--- src/rtl/rwl_pkg.sv ---
// Shared types and helpers for the register-watch logger.
// Event records are packed as {chan, ts, data}, chan in the MSBs.
package rwl_pkg;

    localparam int unsigned DROP_W = 8;
    localparam logic [DROP_W-1:0] DROP_MAX = '1;

    typedef enum logic [1:0] {
        IDLE = 2'd0,
        ARM  = 2'd1,
        RUN  = 2'd2
    } state_e;

    // Ceiling log2, with clog2(1) = 0.
    function automatic int unsigned clog2(input int unsigned v);
        int unsigned r;
        r = 0;
        for (int i = 0; i < 32; i++) begin
            if ((32'd1 << i) < v) r = i + 1;
        end
        return r;
    endfunction

    function automatic int unsigned ev_width(input int unsigned chan_w,
                                             input int unsigned ts_w,
                                             input int unsigned data_w);
        return chan_w + ts_w + data_w;
    endfunction

endpackage

--- src/rtl/rwl_fifo.sv ---
// Synchronous event FIFO with a registered head: dout holds its last value
// while empty, and a push into an empty FIFO becomes visible one cycle later.
module rwl_fifo
    import rwl_pkg::*;
#(
    parameter int unsigned WIDTH = 8,
    parameter int unsigned DEPTH = 8
) (
    input  logic                   clk,
    input  logic                   reset,
    input  logic                   push,
    input  logic [WIDTH-1:0]       din,
    output logic                   full,
    input  logic                   pop,
    output logic [WIDTH-1:0]       dout,
    output logic                   empty,
    output logic [clog2(DEPTH):0]  level
);

    localparam int unsigned PTR_W = clog2(DEPTH);
    localparam int unsigned CNT_W = PTR_W + 1;

    logic [WIDTH-1:0] mem_q [DEPTH];
    logic [WIDTH-1:0] mem_d [DEPTH];
    logic [PTR_W-1:0] wr_q, wr_d, rd_q, rd_d, rd_nxt_c;
    logic [CNT_W-1:0] cnt_q, cnt_d;
    logic             empty_q, empty_d, full_q, full_d;
    logic [WIDTH-1:0] dout_q, dout_d;
    logic             do_push_c, do_pop_c;

    always_comb begin
        do_pop_c  = pop && !empty_q;
        do_push_c = push && (!full_q || do_pop_c);
        rd_nxt_c  = rd_q + PTR_W'(1);
        mem_d     = mem_q;
        wr_d      = wr_q;
        rd_d      = rd_q;
        dout_d    = dout_q;
        if (do_push_c) begin
            mem_d[wr_q] = din;
            wr_d        = wr_q + PTR_W'(1);
        end
        if (do_pop_c) rd_d = rd_nxt_c;
        cnt_d   = cnt_q + CNT_W'(do_push_c) - CNT_W'(do_pop_c);
        empty_d = (cnt_d == '0);
        full_d  = (cnt_d == CNT_W'(DEPTH));
        // Head register follows whichever entry becomes the head after this edge.
        if (do_push_c && (empty_q || (do_pop_c && cnt_q == CNT_W'(1)))) begin
            dout_d = din;
        end else if (do_pop_c && cnt_q > CNT_W'(1)) begin
            dout_d = mem_q[rd_nxt_c];
        end
    end

    always_ff @(posedge clk or posedge reset) begin
        if (reset) begin
            for (int i = 0; i < int'(DEPTH); i++) mem_q[i] <= '0;
            wr_q    <= '0;
            rd_q    <= '0;
            cnt_q   <= '0;
            empty_q <= 1'b1;
            full_q  <= 1'b0;
            dout_q  <= '0;
        end else begin
            mem_q   <= mem_d;
            wr_q    <= wr_d;
            rd_q    <= rd_d;
            cnt_q   <= cnt_d;
            empty_q <= empty_d;
            full_q  <= full_d;
            dout_q  <= dout_d;
        end
    end

    assign full  = full_q;
    assign empty = empty_q;
    assign dout  = dout_q;
    assign level = cnt_q;

endmodule

--- src/rtl/reg_watch_logger.sv ---
// Register-watch logger: detects changes on masked register taps, stamps them
// with a cycle counter and streams them out through an event FIFO.
module reg_watch_logger
    import rwl_pkg::*;
#(
    parameter int unsigned DATA_W = 16,
    parameter int unsigned N_CH   = 4,
    parameter int unsigned DEPTH  = 8,
    parameter int unsigned TS_W   = 16
) (
    input  logic                    clk,
    input  logic                    reset,
    input  logic                    enable,
    input  logic [N_CH*DATA_W-1:0]  ch_data,
    input  logic [N_CH-1:0]         ch_mask,
    output logic                    ev_valid,
    input  logic                    ev_ready,
    output logic [clog2(N_CH)-1:0]  ev_chan,
    output logic [DATA_W-1:0]       ev_data,
    output logic [TS_W-1:0]         ev_ts,
    output logic [DROP_W-1:0]       drop_cnt,
    output logic [clog2(DEPTH):0]   fifo_level
);

    localparam int unsigned CH_W  = clog2(N_CH);
    localparam int unsigned EV_W  = ev_width(CH_W, TS_W, DATA_W);
    localparam int unsigned SUM_W = DROP_W + 1;

    state_e            state_q, state_d;
    logic [TS_W-1:0]   ts_q, ts_d;
    logic [DATA_W-1:0] snap_q [N_CH];
    logic [DATA_W-1:0] snap_d [N_CH];
    logic [DATA_W-1:0] slot_data_q [N_CH];
    logic [DATA_W-1:0] slot_data_d [N_CH];
    logic [TS_W-1:0]   slot_ts_q [N_CH];
    logic [TS_W-1:0]   slot_ts_d [N_CH];
    logic [N_CH-1:0]   pend_q, pend_d;
    logic [DROP_W-1:0] drop_q, drop_d;

    logic              detect_c, push_c, pop_c;
    logic [CH_W-1:0]   sel_c;
    logic [EV_W-1:0]   push_ev_c;
    logic [N_CH-1:0]   changed_c, taken_c;
    logic [SUM_W-1:0]  drop_sum_c, drop_tot_c;
    logic              fifo_full, fifo_empty;
    logic [EV_W-1:0]   fifo_dout;

    // Mode FSM and timestamp counter.
    always_comb begin
        state_d = state_q;
        case (state_q)
            IDLE:    if (enable) state_d = ARM;
            ARM:     state_d = RUN;
            RUN:     if (!enable) state_d = IDLE;
            default: state_d = IDLE;
        endcase
        ts_d = (state_q == IDLE) ? ts_q : ts_q + TS_W'(1);
    end

    // Change detection, pending slots, push arbitration and loss counting.
    always_comb begin
        detect_c = (state_q == RUN) && enable;
        pop_c    = !fifo_empty && ev_ready;
        sel_c    = '0;
        for (int i = int'(N_CH) - 1; i >= 0; i--) begin
            if (pend_q[i]) sel_c = CH_W'(i);
        end
        push_c      = (|pend_q) && (!fifo_full || pop_c);
        push_ev_c   = {sel_c, slot_ts_q[sel_c], slot_data_q[sel_c]};
        pend_d      = pend_q;
        slot_data_d = slot_data_q;
        slot_ts_d   = slot_ts_q;
        changed_c   = '0;
        taken_c     = '0;
        drop_sum_c  = '0;
        for (int i = 0; i < int'(N_CH); i++) begin
            // Snapshot always ends up equal to the tap, whether tracking or detecting.
            snap_d[i]    = ch_data[i*DATA_W +: DATA_W];
            changed_c[i] = detect_c && ch_mask[i] &&
                           (ch_data[i*DATA_W +: DATA_W] != snap_q[i]);
            taken_c[i]   = push_c && (sel_c == CH_W'(i));
            if (taken_c[i]) pend_d[i] = 1'b0;
            if (changed_c[i]) begin
                if (pend_q[i] && !taken_c[i]) drop_sum_c = drop_sum_c + SUM_W'(1);
                pend_d[i]      = 1'b1;
                slot_data_d[i] = ch_data[i*DATA_W +: DATA_W];
                slot_ts_d[i]   = ts_q;
            end
            if (!ch_mask[i] || !detect_c) pend_d[i] = 1'b0;
        end
        drop_tot_c = SUM_W'(drop_q) + drop_sum_c;
        drop_d     = (drop_tot_c > SUM_W'(DROP_MAX)) ? DROP_MAX : DROP_W'(drop_tot_c);
    end

    always_ff @(posedge clk or posedge reset) begin
        if (reset) begin
            state_q <= IDLE;
            ts_q    <= '0;
            pend_q  <= '0;
            drop_q  <= '0;
            for (int i = 0; i < int'(N_CH); i++) begin
                snap_q[i]      <= '0;
                slot_data_q[i] <= '0;
                slot_ts_q[i]   <= '0;
            end
        end else begin
            state_q     <= state_d;
            ts_q        <= ts_d;
            pend_q      <= pend_d;
            drop_q      <= drop_d;
            snap_q      <= snap_d;
            slot_data_q <= slot_data_d;
            slot_ts_q   <= slot_ts_d;
        end
    end

    rwl_fifo #(
        .WIDTH (EV_W),
        .DEPTH (DEPTH)
    ) u_fifo (
        .clk   (clk),
        .reset (reset),
        .push  (push_c),
        .din   (push_ev_c),
        .full  (fifo_full),
        .pop   (pop_c),
        .dout  (fifo_dout),
        .empty (fifo_empty),
        .level (fifo_level)
    );

    assign ev_valid = !fifo_empty;
    assign ev_chan  = fifo_dout[EV_W-1 -: CH_W];
    assign ev_ts    = fifo_dout[DATA_W +: TS_W];
    assign ev_data  = fifo_dout[DATA_W-1:0];
    assign drop_cnt = drop_q;

endmodule

--- config.mk ---
export PLATFORM = sky130hd
export DESIGN_NAME = reg_watch_logger
export DESIGN_NICKNAME = d
export VERILOG_FILES = /design/src/rtl/rwl_pkg.sv /design/src/rtl/rwl_fifo.sv /design/src/rtl/reg_watch_logger.sv
export SDC_FILE = /design/constraint.sdc
export NUM_CORES = 1
export LEC_CHECK = 0
export BUFFER_PORTS_ARGS = -buffer_cell sky130_fd_sc_hd__clkbuf_2
export CORE_ASPECT_RATIO = 1.5
export CORE_UTILIZATION = 53
export CTS_CLUSTER_SIZE = 40
export DETAILED_ROUTE_END_ITERATION = 8
export HOLD_SLACK_MARGIN = 0.08
export PLACE_DENSITY_LB_ADDON = 0.2
export SLEW_MARGIN = 20
export SYNTH_ARGS = -nofsm -noshare
export SYNTH_HDL_FRONTEND = slang
export SYNTH_SLANG_ARGS = --single-unit
--- constraint.sdc ---
create_clock -name clk -period 21.5 [get_ports clk]
set_input_delay 4.3 -clock clk [delete_from_list [all_inputs] [get_ports clk]]
set_output_delay 4.3 -clock clk [all_outputs]
set_load 0.1 [all_outputs]
Yosys cells after proc, flatten, opt, wreduce, memory -nomap -nowiden

Index checks and enable logic that the tools add are counted.
Widths: inputs -> output; s select.

Bits in registers: 540
Input port bits: 72
Output and inout bits: 47
Word-level logic and storage cells: 159

Add/sub/neg operators: 9
$lt $le $gt $ge: 6
Eq/ne operators: 13
Multiplexer cells: 42
Bitwise operators: 3
Reduce and logical (&&, ||, !) cells: 53

Operators with widths:

| cell                  | count |
|---|---|
| $bwmux 272            | 1 |
| $mux 34               | 5 |
| $bmux 34 s3           | 1 |
| $demux 34 s3          | 1 |
| $bmux 16 s2           | 2 |
| $mux 16               | 4 |
| $ne 16x16->1          | 4 |
| $mux 9                | 6 |
| $add 9x1->9 const B   | 3 |
| $logic_and 1x1->1     | 25 |
| $add 16x1->16 const B | 1 |
| $mux 1                | 14 |
| $mux 2                | 6 |
| $reduce_bool 3->1     | 4 |
| $logic_not 1->1       | 11 |
| $add 8x9->9           | 1 |
| $gt 9x8->1 const B    | 1 |
| $ge 4x4->1 const B    | 2 |
| $mux 8                | 1 |
| $not 3->4             | 2 |
| $logic_or 1x1->1      | 7 |
| $add 3x1->3 const B   | 2 |
| $eq 2x2->1 const B    | 3 |
| $pmux 2 s3            | 1 |
| 15 further kinds      | 18 |

Longest topological paths before layout

Depth after elaboration: 22
Depth in mapped cells: 20

Cells and area by module

A second synthesis with hierarchy kept.

Cell total of the unflattened synthesis: 1598
Area, all modules: 23511.3 um^2

By module, submodules not included:

| module           | instances | cells each | area each (um^2) |
|---|---|---|---|
| rwl_fifo         | 1         | 909        | 14078.5 |
| reg_watch_logger | 1         | 689        | 9432.8 |

Least setup slack after synthesis

No wires, ideal clock.

Path kind: input-to-reg
From: input ch_data[8]
To: register drop_q[5], in the netlist drop_cnt[5]
Arrival time: 7.708 ns
Path slack: 13.663 ns
Stages: 17
Cells stage by stage: xor2_1 nor4_1 nand4_1 nor2b_1 ha_1 mux2_4 ha_1 mux2_2 ha_1 mux2_2 ha_1 a21o_1 a21oi_1 nor2b_1 o21ai_0 xor2_1 nand2_1

Longest elaborated chain between the ends: 15

RTL lines:

| what                   | line                    | RTL |
|---|---|---|
| start: declaration     | reg_watch_logger.sv:14  | `input logic [N_CH*DATA_W-1:0] ch_data,` |
| $ne 16x16->1 (*)       | reg_watch_logger.sv:80  | `(ch_data[i*DATA_W +: DATA_W] != snap_q[i]);` |
| $logic_and 1x1->1 (*)  | reg_watch_logger.sv:79  | `changed_c[i] = detect_c && ch_mask[i] &&` |
| $mux 1 (*)             | reg_watch_logger.sv:83  | `if (changed_c[i]) begin` |
| $add 9x1->9            | reg_watch_logger.sv:84  | `if (pend_q[i] && !taken_c[i]) drop_sum_c = drop_sum_c + SUM_W'(1);` |
| $mux 9                 | reg_watch_logger.sv:84  |  |
| $mux 9 (*)             | reg_watch_logger.sv:83  |  |
| $add 9x1->9            | reg_watch_logger.sv:84  |  |
| $mux 9                 | reg_watch_logger.sv:84  |  |
| $mux 9 (*)             | reg_watch_logger.sv:83  |  |
| $add 9x1->9            | reg_watch_logger.sv:84  |  |
| $mux 9                 | reg_watch_logger.sv:84  |  |
| $mux 9 (*)             | reg_watch_logger.sv:83  |  |
| $add 8x9->9 (*)        | reg_watch_logger.sv:91  | `drop_tot_c = SUM_W'(drop_q) + drop_sum_c;` |
| $gt 9x8->1             | reg_watch_logger.sv:92  | `drop_d = (drop_tot_c > SUM_W'(DROP_MAX)) ? DROP_MAX : DROP_W'(drop_tot_c);` |
| $mux 8 (*)             | reg_watch_logger.sv:92  |  |
| net drop_d[5]          | reg_watch_logger.sv:38  | `logic [DROP_W-1:0] drop_q, drop_d;` |
| end signal: assignment | reg_watch_logger.sv:110 | `drop_q <= drop_d;` |
| end: declaration       | reg_watch_logger.sv:38  |  |

The timed path passes the listed nets; every way through them passes the cells marked *.
A chain may end at the register's enable or synchronous reset.

Worst setup path in the final report

From: input ch_data[1]
To: register drop_q[5], in the netlist drop_cnt[5]

Same word-level chain as after synthesis.

==> impl_metrics.toml <==
[outcome]
status = "complete, no violations"

[power]
powerDensity_nw_per_um2 = 142
combPwrFrac_pct = 33.3
pwr-share-clk_pct = 25.4
seqPwrFrac_pct = 41.4
p_sw_mw = 1.32
p_total_mw = 3.63
p_int_mw = 2.31
switching_share_pct = 36.4
p_leak_nw = 11.5
vdd_drop_max_v = 0.0000972

[cts]
clkSlewWorstSetupHoldPaths_ns = 0.07
ctsHoldBuffers = 0
root_buffer = "clkbuf_16"
cts_tree = "built"
clock-sinks = 540
post_cts_resized = 0
clockBufferDepth = 3
numCtsBuffers = 50
htree_levels = 2
post-cts-setup-buffers = 0
clkLatencyLatePin_ns = 0.59

[logic_synthesis]
ys_seq_area_share_pct = 59.3
syn-cell-area_um2 = 22800
synth_xor_area_share_pct = 3.60
yosysWarningCount = 0
synthAdderAreaFrac_pct = 0.998
synth.distinct_cells = 45
ys_ff_latch = 540
synth_flop_cell = "dfrtp_1"
syn_avg_cell_area_um2 = 12.4
synth_compound_gate_area_share_pct = 10.9
synth_edf_count = 0
synth_nets = 1921
syn_inst = 1832
synthMuxAreaShare_pct = 14.8
synth_top_family_by_area = "multiplexers"
synth_simple_gate_area_share_pct = 7.70
async_flop_share_pct = 100

[global_routing]
grt_max_degree = 108
grt_usage_pct = 25.2
antenna_found_initial = 2
grt_overflow = 0
grt_pass1_vias = 15100
grt_pass1_wl_mm = 84.8

[place]
dp_hpwl_mm = 32.3
port_buffers = 118
pre_cts_slack_ns = 12.65
placed_cell_area_um2 = 23800
gp_congestion = 0.828

[critical_path]
critPathLaunch = "ch_data[1]"
reg2reg_to = "drop_cnt[5]"
cp_max_fo = 4
crit_top_cell = "ha_1"
crit_required_ns = 21.95
r2r-start = "snap_q[49]"
cp.buffers_inverters = 1
crit_slowest_cell = "nor4_1"
worst_setup_path_start_kind = "primary input"
cp-endpoint = "drop_cnt[5]"
rrSetupSlack_ns = 16.74
worst-setup-path-type = "primary input to flip-flop"
cp.arrival_ns = 8.62
worst-path-stages = 18
cp_cell_sequence = "clkbuf_2, xor2_1, nor4_1, nand4_1, nor2b_1, ha_1, mux2_4, ha_1, mux2_2, ha_1, mux2_2, ha_1, a21o_1, a21oi_1, nor2b_1, o21ai_0, xor2_1, nand2_1"
crit_path_end_kind = "flip-flop"
max_stage_delay_ns = 0.58
reg2regPathDepth = 17
crit_family = "simple AND/OR/NAND/NOR gates"

[timing]
setup_tns_ns = 0
setup_ws_ns = 13.33
hold_viol_final = 0
slew_violations = 0
tightestPinTransition_ns = 1.08
grt_setup_unrepaired = "false"
setup_viol = 0
fmax_ghz = 0.122
relSlewSlack_pct = 28.1
finalCriticalPeriod_ns = 8.17
post-route-period-util_pct = 38.0
finalClockSkew_ns = 0.0336

[cells_and_area]
drive_above_1_share_pct = 24.6
nFillCells = 3380
nets = 1996
final_cell_area_um2 = 25600
area_growth_pct = 12.2

[drt]
routed_wl_mm = 52.6
via_per_inst = 5.84
ant_nets = 0
wl_per_cell_um = 20.9
dr.pass1.iters = 8
drt_iter0_markers = 1187
num_vias = 14700
drc = 0

[floorplanning]
chipWidth_um = 171
std_cell_rows = 92
dieArea_um2 = 43900
coreArea_um2 = 42200
die_h_um = 256
start_util_pct = 54.0
ios = 119

[worst_hold_path]
hp-class = "flip-flop to flip-flop"
min_from = "u_fifo.mem_q[205]"

[flow_run]
max-cap-violations = 0
[through the flow]
step	instances	utilization [%]	hold WS (ns)
after floorplan	1832	-	0.445
after global placement	2417	56.4	0.456
final	2511	60.6	0.474
after global routing	2511	60.6	0.501
after detailed placement	2417	56.4	0.466
after CTS	2508	60.4	0.479
[area by class of cell]
cell class	instances	area [um2]	share of cell area [%]
Sequential cell	540	13500	52.8
Multi-Input combinational cell	1153	8770	34.3
Clock buffer	69	1410	5.52
Timing Repair Buffer	141	807	3.15
Tap cell	564	706	2.76
Clock inverter	22	295	1.15
Inverter	21	86.3	0.337
Antenna cell	1	2.50	0.00978
[per-layer routing]
layer | global-route usage (%) | part of all wire [%] | wire [um]
met1 | 33.4 | 41 | 21300
met2 | 41.9 | 50 | 26400
met3 | 4.42 | 6.2 | 3280
met4 | 8.26 | 2.8 | 1490
met5 | 0 | 0.025 | 13
[worst min-delay path by stage]
| stage | cells after the start | end |
|---|---|---|
| 5_1_grt | 2 | u_fifo.mem_q[115] |
| 3_3_place_gp | 2 | u_fifo.mem_q[173] |
| 2_1_floorplan | 2 | u_fifo.mem_q[102] |
| 3_5_place_dp | 2 | u_fifo.mem_q[200] |
| 6_report | 2 | u_fifo.mem_q[205] |
| 4_1_cts | 2 | u_fifo.mem_q[189] |
[cell usage after synthesis (all sizes together), types with 2 or more instances]
library cell,instances,share of area [%]
buf,68,1.6
a21boi,32,1.6
nor4,12,0.38
fa,2,0.18
dfrtp,539,59
mux2,133,6.6
nand3,12,0.26
o21ai,248,5.5
nand2,298,4.9
inv,21,0.35
nor3,4,0.11
nor2b,9,0.25
a222oi,32,1.4
and2,6,0.16
clkbuf,50,0.82
nor2,42,0.69
mux2i,35,1.5
ha,15,0.82
xor2,40,1.6
mux4,68,6.7
a21oi,39,0.91
and3,9,0.25
nand2b,5,0.14
xnor2,53,2.0
a21o,4,0.13
o221ai,34,1.3
nand4,14,0.38
[cell usage in the layout (no fill, tap or decap), types with 3 or more instances in the layout]
cell / instances
bufinv_16: 6
nand2_1: 295
o21ai_0: 234
clkbuf_2: 118
and3_1: 8
and2_1: 3
nor3_1: 3
nor2b_1: 8
clkbuf_16: 51
clkbuf_8: 7
o221ai_1: 34
nand3_4: 3
clkinv_2: 10
dfrtp_1: 538
buf_4: 20
nand4_1: 14
ha_1: 14
nand3_1: 9
nand2b_1: 5
mux4_2: 68
clkbuf_1: 11
a21o_1: 4
a21oi_1: 38
a222oi_1: 32
a21boi_2: 32
inv_1: 20
mux2_2: 132
nand2_2: 3
xnor2_1: 53
o21ai_1: 13
nor2_1: 40
nor4_1: 10
xor2_1: 39
mux2i_1: 35
[registers in the layout, summed over array words and instances (netlist names)]
signal and cells:
snap_q 64, u_fifo.empty 1, slot_data_q 64, drop_cnt 8
u_fifo.full 1, u_fifo.level 4, state_q 2, u_fifo.mem_q 272
u_fifo.wr_q 3, u_fifo.dout 34, pend_q 4, ts_q 16
slot_ts_q 64, u_fifo.rd_q 3
[kinds of logic (layout without fill, tap and decap cells)]
group,after synthesis,count (layout)
flip-flops,540,540
AND/OR/NAND/NOR,416,416
AO/OA/AOI/OAI,391,391
multiplexers,236,236
buffers and inverters,139,253
XOR/XNOR,93,93
adder cells (fa/ha/maj),17,17
other,0,1
[tightest hold or removal path: stages (launching register included)]
cell and delay, ns:
dfrtp_1 0.34, nand2_1 0.04, o21ai_0 0.06
[power groups by stage]
stage | clock network, mW | logic, mW | registers [mW]
finish | 0.920 | 1.21 | 1.50
global placement | 0 | 1.19 | 1.50
detailed placement | 0 | 1.21 | 1.52
floorplan | 0 | 0.796 | 1.61
global route | 0.975 | 1.31 | 1.54
CTS | 0.937 | 1.22 | 1.50
No activity file was read; power rests on OpenSTA's default activity.
